`config.mk`:
```
export PLATFORM = sky130hd
export DESIGN_NAME = led_pwm_capture
export DESIGN_NICKNAME = d
export VERILOG_FILES = /design/src/rtl/led_pwm_capture.sv
export SDC_FILE = /design/constraint.sdc
export NUM_CORES = 1
export LEC_CHECK = 0
export ABC_CLOCK_PERIOD_IN_PS = 9410
export CORE_MARGIN = 3
export CORE_UTILIZATION = 50
export CTS_CLUSTER_DIAMETER = 40
export CTS_CLUSTER_SIZE = 14
export DETAILED_ROUTE_END_ITERATION = 10
export PLACE_DENSITY_LB_ADDON = 0.12
export SLEW_MARGIN = 40
export SYNTH_ARGS = -nofsm -noshare
export SYNTH_HDL_FRONTEND = slang
export SYNTH_SLANG_ARGS = --single-unit
export TNS_END_PERCENT = 100
```
`constraint.sdc`:
```
create_clock -name clk -period 9.41 [get_ports clk]
set_input_delay 1.882 -clock clk [delete_from_list [all_inputs] [get_ports clk]]
set_output_delay 1.882 -clock clk [all_outputs]
set_load 0.01 [all_outputs]
```
`src/rtl/led_pwm_capture.sv`:
```
// led_pwm_capture: recovers per-LED PWM duty from sampled ledc/ledrgb lines and streams results
// Ports:
//   clk, rst          clock, synchronous active-high reset
//   ledc_in           LED source lines (1 = on)
//   ledrgb_in         one-hot colour sink lines, bit n = phase n
//   cap_valid/ready   result handshake; cap_led, cap_color, cap_duty carry the result
//   frame_done        pulse after the final handshake of a phase-2 stream
//   sync_err          pulse when a window is discarded (short, invalid phase or overrun)
// Define LED_PWM_CAPTURE_SYNC2_EN to add a 2-flop synchroniser ahead of the sample stage.
module led_pwm_capture #(
  parameter int NUM_LEDS   = 11,
  parameter int PWM_BITS   = 8,
  parameter int WINDOW_LEN = 256
) (
  input  logic                clk,
  input  logic                rst,
  input  logic [NUM_LEDS-1:0] ledc_in,
  input  logic [2:0]          ledrgb_in,
  output logic                cap_valid,
  input  logic                cap_ready,
  output logic [3:0]          cap_led,
  output logic [1:0]          cap_color,
  output logic [PWM_BITS-1:0] cap_duty,
  output logic                frame_done,
  output logic                sync_err
);
  localparam int LW = $clog2(WINDOW_LEN + 2);
  localparam logic [LW-1:0] WL = LW'(WINDOW_LEN);
  localparam logic [3:0] LAST = 4'(NUM_LEDS - 1);
  typedef enum logic {SYNC_WAIT, COUNT} cap_t;
  typedef enum logic {IDLE, STREAM} str_t;
  logic [NUM_LEDS+2:0] w_in;
`ifdef LED_PWM_CAPTURE_SYNC2_EN
  localparam int DEPTH = 4;
  logic [NUM_LEDS+2:0] r_m1, r_m2;
  always_ff @(posedge clk)
    {r_m2, r_m1} <= rst ? '0 : {r_m1, ledrgb_in, ledc_in};
  assign w_in = r_m2;
`else
  localparam int DEPTH = 2;
  assign w_in = {ledrgb_in, ledc_in};
`endif
  logic [NUM_LEDS-1:0] r_s_ledc;
  logic [2:0]          r_s_rgb, r_prev_rgb;
  logic [DEPTH-1:0]    r_live;
  cap_t                r_cst;
  str_t                r_sst;
  logic [LW-1:0]       r_len;
  logic [PWM_BITS-1:0] r_cnt [NUM_LEDS];
  logic [PWM_BITS-1:0] r_shd [NUM_LEDS];
  logic                w_bnd, w_vph, w_full, w_last, w_take, w_err;
  logic [1:0]          w_oph;
  logic [3:0]          w_nled;
  // r_live masks boundary detection until both s_* and the previous sample hold
  // post-reset data, so the window in progress at reset release is never counted.
  always_ff @(posedge clk) begin
    if (rst) begin
      {r_s_rgb, r_s_ledc} <= '0;
      r_prev_rgb          <= '0;
      r_live              <= '0;
    end else begin
      {r_s_rgb, r_s_ledc} <= w_in;
      r_prev_rgb          <= r_s_rgb;
      r_live              <= {r_live[DEPTH-2:0], 1'b1};
    end
  end
  assign w_bnd  = r_live[DEPTH-1] && (r_s_rgb != r_prev_rgb);
  assign w_vph  = (r_s_rgb != 3'b000) && ((r_s_rgb & (r_s_rgb - 3'd1)) == 3'b000);
  assign w_oph  = r_prev_rgb[2] ? 2'd2 : {1'b0, r_prev_rgb[1]};
  assign w_full = (r_cst == COUNT) && (r_len == WL);
  assign w_last = cap_valid && cap_ready && (cap_led == LAST);
  // a finishing stream frees the shadow in the same cycle, so no overrun then
  assign w_take = w_bnd && w_full && ((r_sst == IDLE) || w_last);
  assign w_err  = w_bnd && (r_cst == COUNT) && (!w_take || !w_vph);
  assign w_nled = cap_led + 4'd1;
  always_ff @(posedge clk) begin
    if (rst) begin
      r_cst    <= SYNC_WAIT;
      r_len    <= '0;
      sync_err <= 1'b0;
      for (int i = 0; i < NUM_LEDS; i++) r_cnt[i] <= '0;
    end else begin
      sync_err <= w_err;
      if (w_bnd) begin
        // boundary cycle is cycle 1 of the new window
        r_cst <= w_vph ? COUNT : SYNC_WAIT;
        r_len <= LW'(w_vph);
        for (int i = 0; i < NUM_LEDS; i++) r_cnt[i] <= PWM_BITS'(r_s_ledc[i] & w_vph);
      end else if (r_cst == COUNT) begin
        r_len <= r_len + LW'(r_len != WL + 1'b1);
        for (int i = 0; i < NUM_LEDS; i++) r_cnt[i] <= r_cnt[i] + PWM_BITS'(r_s_ledc[i] & ~&r_cnt[i]);
      end
    end
  end
  always_ff @(posedge clk)
    if (w_take) r_shd <= r_cnt;
  always_ff @(posedge clk) begin
    if (rst) begin
      r_sst      <= IDLE;
      cap_valid  <= 1'b0;
      cap_led    <= '0;
      cap_color  <= '0;
      cap_duty   <= '0;
      frame_done <= 1'b0;
    end else begin
      frame_done <= w_last && (cap_color == 2'd2);
      if (w_take) begin
        r_sst     <= STREAM;
        cap_valid <= 1'b1;
        cap_led   <= '0;
        cap_color <= w_oph;
        cap_duty  <= r_cnt[0];
      end else if (w_last) begin
        r_sst     <= IDLE;
        cap_valid <= 1'b0;
      end else if (cap_valid && cap_ready) begin
        cap_led  <= w_nled;
        cap_duty <= r_shd[w_nled];
      end
    end
  end
endmodule

```
==> impl_metrics.tcl, run 1 <==
set metrics [dict create \
    status "finished, final reports clean" \
    report.final.slew_viol_count 0 \
    rsz0062_at_grt "false" \
    fmax_ghz 0.2734 \
    detailedPlace.worstSlack_ns 5.441 \
    grt_start_max_net_pins 89 \
    worst-path-max-fanout 19 \
    grt_first_pass_wirelength_um 31290 \
    cts_tree "yes" \
    die_area_sq_um 20210 \
    highest_layer "met4" \
    holdPathStages 1 \
    finalPower_mw 2.266 \
    end_kind "output port" \
    io-pin-count 34 \
    die_h_um 142.2 \
    core_area_sq_um 18090 \
    nets 895 \
    met2_length_um 9271 \
    postCtsSetupBuffers 0 \
    crit_required_ns 7.53 \
    maxCapViolCount 0 \
    timing.rr.start "cap_led[0]$_SDFFE_PP0P_" \
    yosysSeqAreaShare 0.5744 \
    hold-path-endpoint "r_live[1]$_SDFF_PP0_" \
    synth_seq_cells 222 \
    critPathKind "flop to output port" \
    grt_remaining_overflow 0 \
    clock_sink_count 222 \
    syn_area_sq_um 9270 \
    firstDrtPassIters 5 \
    area_growth_pct 18.11 \
    grt_pass1_vias 5962 \
    crit_path_start "cap_led[0]$_SDFFE_PP0P_" \
    rows 49 \
    insertion_delay_ns 0.55 \
    wl_met3_um 817 \
    wl_um 19080 \
    critPathSlowestCell "clkdlybuf4s50_1" \
    layout_commonest_cell "nor2_1" \
    cellPowerDensity_nw_per_um2 206.9 \
    cts_root_buffer "clkbuf_16" \
    viasPerCell 5.618 \
    drt-initial-drc-count 358 \
    tns_ns 0 \
    yosys_warnings 0 \
    relSlewSlack 0.5214 \
    ys_types 48 \
    cts_max_level 1 \
    avgSynthCellArea_sq_um 11.37 \
    worst-path-buf-inv 1 \
    fin_skew_ns 0.02264 \
    grt_usage 0.1921 \
    critPathArrivalTime_ns 1.78 \
    n_antenna_cell 0 \
    p_leak_nw 3.817 \
    ir_drop_mv 0.1568 \
    ff2ff_path_depth 8 \
    place.gp.congestion 0.8213 \
    wire_per_inst_um 17.25 \
    max_stage_delay_ns 0.62 \
    layout_common_cells "157 x nor2_1, 132 x dfxtp_1, 88 x edfxtp_1" \
    hold_viol_final 0 \
    die_w_um 142.2 \
    hp-class "flop to flop" \
    antenna_found_initial 0 \
    clk_path_buf_depth 3 \
    fin_crit_ns 3.658 \
    drc 0 \
    timing.reg2reg.setup_slack_ns 6.24 \
    cp_cell_sequence "clkdlybuf4s50_1" \
    clk_pin_slew_ns 0.06 \
    drive_gt1_frac 0.09236 \
    ant_nets 0 \
    syn_inst 815 \
    setup_viol 0 \
    postCtsHoldBufs 0 \
    drt-met1-wl_um 8586 \
    cts-buffers-inserted 31 \
    syn_nets 858 \
    r2r-end "cap_duty[3]$_SDFFE_PP0P_" \
    period_share 0.3887 \
    dr_total_vias 6213 \
    cpLargestDelayFamily "buffers and inverters" \
    post_cts_resized 0 \
    worst_slew_pin_slew_ns 0.7168 \
    start_util 0.5126 \
    port-buffer-count 33 \
    cp-start-kind "flop" \
    hp-start "r_live[0]$_DFF_P_" \
    dp_hpwl_um 12280 \
    setup_ws_ns 5.752 \
]
-- area by class of cell --
class                           instances  area [sq um]
Fill cell                            1437          7137
Sequential cell                       222          5328
Multi-Input combinational cell        555          3834
Clock buffer                           37         870.8
Timing Repair Buffer                   38         386.6
Tap cell                              229         286.5
Clock inverter                         21         229.0
Inverter                                4         15.01
-- kinds of logic (layout without fill, tap and decap cells) --
logic type      Yosys count  after routing  share of synthesized area
compound gates           55             55                    0.04265
flops                   222            222                     0.5744
buf+inv                  38            100                    0.01714
simple gates            339            339                     0.1707
fa+ha+maj                26             26                    0.03509
mux                      53             53                    0.08044
xor+xnor                 82             82                    0.07950
-- synthesized netlist by cell type (all sizes together) --
| library cell | n | area [sq um] |
|---|---|---|
| o22a | 1 | 8.760 |
| nand2 | 51 | 191.4 |
| nand3b | 2 | 15.01 |
| nor4 | 2 | 12.51 |
| a21boi | 1 | 11.26 |
| a311oi | 1 | 8.760 |
| a2111oi | 1 | 8.760 |
| and4 | 1 | 8.760 |
| clkinv | 1 | 3.750 |
| buf | 11 | 56.30 |
| o21a | 14 | 105.1 |
| clkbuf | 23 | 87.58 |
| nor4b | 1 | 8.760 |
| nor2 | 158 | 593.1 |
| or3 | 5 | 31.28 |
| nor3 | 11 | 55.05 |
| nand3 | 13 | 65.06 |
| nor2b | 19 | 118.9 |
| and2 | 1 | 6.260 |
| mux2i | 37 | 370.4 |
| nand4b | 1 | 8.760 |
| and3 | 16 | 100.1 |
| a211oi | 3 | 22.52 |
| ha | 26 | 325.3 |
| nand4 | 52 | 325.3 |
| mux4 | 14 | 352.8 |
| or2 | 1 | 6.260 |
| nand2b | 3 | 18.77 |
| o21ai | 2 | 10.01 |
| o211ai | 2 | 15.01 |
| a2111o | 3 | 33.78 |
| edfxtp | 88 | 2643 |
| inv | 3 | 11.26 |
| and3b | 2 | 17.52 |
| a21oi | 10 | 50.05 |
| xor2 | 48 | 439.2 |
| a22oi | 1 | 7.510 |
| dfxtp | 134 | 2683 |
| xnor2 | 34 | 297.8 |
| mux2 | 2 | 22.52 |
| a32o | 2 | 20.02 |
| a31oi | 14 | 93.84 |
-- how the worst max path moves through the flow --
stage	to	slack, ns	depth (start not counted)
final	cap_led[0]	5.75	1
after floorplan	r_shd[0]$_DFFE_PP_	3.21	2
after detailed placement	r_cnt[85]$_SDFFE_PP0P_	5.44	5
after global placement	r_cnt[38]$_SDFFE_PP0P_	5.36	5
after CTS	cap_led[0]	5.41	1
after global routing	cap_led[0]	5.63	1
-- state kept, by name, indices dropped and copies added (netlist names) --
signal and flops:
r_s_ledc 11, cap_duty 8, r_shd 88, r_sst 1, r_len 9, r_cnt 88
r_prev_rgb 3, cap_color 2, r_cst 1, cap_led 4, r_s_rgb 3, r_live 2
sync_err 1, frame_done 1
-- stage by stage --
stage	instances	instance area (sq um)	hold slack, ns	util
CTS	1105	10920	0.4473	0.6039
global placement	1047	9798	0.4363	0.5418
detailed placement	1047	9822	0.4322	0.5431
floorplan	815	9270	0.4138	-
finish	1106	10950	0.4460	0.6054
global route	1106	10950	0.4623	0.6054
-- per-layer routing --
metal	vias to the layer above	GRT usage
met5	-	0
met4	0	0.04899
met3	31	0.02991
met2	134	0.3212
met1	3035	0.2638
li1	3013	-
-- power breakdown --
part / total [mW] / internal, mW / switching [mW]
sequential: 1.01 / 1.00 / 0.00676
combinational: 0.0636 / 0.0238 / 0.0398
clock: 1.19 / 0.752 / 0.443
total: 2.27 / 1.78 / 0.489
Power figures use the tool's default switching activity.
==> run 2, diff against run 1 <==
- ABC_CLOCK_PERIOD_IN_PS: 9410 -> 3000
- clock period: 9.41 -> 3 ns (I/O delays scaled with it)
==> run 2 against run 1 <==
- combinational power increased to 3.1 times the previous value
- via count increased by 0.35%
- die area unchanged
- clock skew increased by 0.0016 ns
- critical path type is now flop to flop
==> impl_metrics.tcl, run 2 (synthesized netlist as in run 1, its figures left out) <==
set metrics [dict create \
    status "finished, final reports clean" \
    critPathArrivalTime_ns 3.03 \
    die_w_um 142.2 \
    p_leak_nw 3.832 \
    drt-initial-drc-count 437 \
    fin_skew_ns 0.02421 \
    grt_start_max_net_pins 44 \
    rsz0062_at_grt "false" \
    hold_viol_final 0 \
    clk_path_buf_depth 3 \
    firstDrtPassIters 4 \
    grt_first_pass_wirelength_um 32580 \
    tns_ns 0 \
    worst_slew_pin_slew_ns 0.5952 \
    layout_common_cells "157 x nor2_1, 133 x dfxtp_1, 88 x edfxtp_1" \
    ant_nets 0 \
    die_h_um 142.2 \
    worst-path-max-fanout 14 \
    layout_commonest_cell "nor2_1" \
    period_share 0.8675 \
    drive_gt1_frac 0.09910 \
    post_cts_resized 0 \
    hold_ws_ns 0.4343 \
    grt_pass1_vias 6195 \
    maxCapViolCount 0 \
    rows 49 \
    postCtsSetupBuffers 0 \
    grt_remaining_overflow 0 \
    viasPerCell 5.582 \
    end_kind "flop" \
    cts_tree "yes" \
    grt_usage 0.2008 \
    setup_viol 0 \
    antenna_found_initial 1 \
    start_util 0.5126 \
    die_area_sq_um 20210 \
    report.final.slew_viol_count 0 \
    crit_required_ns 3.43 \
    area_growth_pct 19.57 \
    cts-buffers-inserted 31 \
    core_area_sq_um 18090 \
    nets 907 \
    wire_per_inst_um 17.86 \
    clk_pin_slew_ns 0.06 \
    dr_total_vias 6235 \
    drc 0 \
    insertion_delay_ns 0.54 \
    port-buffer-count 33 \
    n_antenna_cell 0 \
    relSlewSlack 0.6032 \
    cellPowerDensity_nw_per_um2 665.9 \
    dp_hpwl_um 13490 \
    fin_crit_ns 2.602 \
    place.gp.congestion 0.8434 \
    cts_max_level 1 \
    wl_um 19950 \
    cts_root_buffer "clkbuf_16" \
    cp-start-kind "flop" \
    ir_drop_mv 0.4405 \
    clock_sink_count 222 \
    fmax_ghz 0.3842 \
    hp-class "flop to flop" \
    critPathKind "flop to flop" \
    postCtsHoldBufs 0 \
    io-pin-count 34 \
]
run 2: final timing paths:
| check | from | end | slack, ns | cells after the start |
|---|---|---|---|---|
| worst max-delay path | cap_led[0]$_SDFFE_PP0P_ | cap_duty[6]$_SDFFE_PP0P_ | 0.40 | 6 |
| worst min register to register | r_live[0]$_DFF_P_ | r_live[1]$_SDFF_PP0_ | 0.43 | 1 |
| worst max register to register | cap_led[0]$_SDFFE_PP0P_ | cap_duty[6]$_SDFFE_PP0P_ | 0.40 | 6 |
| worst min-delay path | r_live[0]$_DFF_P_ | r_live[1]$_SDFF_PP0_ | 0.43 | 1 |
run 2: metal layers:
| metal | global-route usage | routed length (um) |
|---|---|---|
| met1 | 0.2855 | 9324 |
| met2 | 0.3123 | 9021 |
| met3 | 0.03797 | 991 |
| met4 | 0.06667 | 599 |
| met5 | 0 | 13 |
run 2: metrics by stage:
step / cell area, sq um / std cells / total power, mW / util / setup WS (ns)
6_report: 11080 / 1117 / 7.381 / 0.6129 / 0.3975
3_3_place_gp: 9922 / 1060 / 3.418 / 0.5486 / 0.4716
5_1_grt: 11080 / 1117 / 7.605 / 0.6129 / 0.2670
3_5_place_dp: 9922 / 1060 / 3.425 / 0.5486 / 0.3961
4_1_cts: 11080 / 1117 / 7.461 / 0.6129 / 0.3896
2_1_floorplan: 9283 / 815 / 3.347 / - / 0.02211
run 2: power by group:
part | switching, mW | internal, mW
clock network | 1.40 | 2.62
registers | 0.0250 | 3.14
logic | 0.123 | 0.0746
run 2: critical path, stage by stage, from the launching register on:
cell and delay, ns:
dfxtp_1 0.44, ha_1 0.35, xor2_4 0.52, mux4_1 0.65
nor2_1 0.11, nor3_1 0.05, a2111o_1 0.37
run 2: area by class of cell:
class                           count  area (sq um)
Multi-Input combinational cell    555          3802
Clock inverter                     25         382.9
Tap cell                          229         286.5
Clock buffer                       32         779.5
Timing Repair Buffer               50         490.5
Sequential cell                   222          5326
Inverter                            4         16.27
Fill cell                        1425          7002
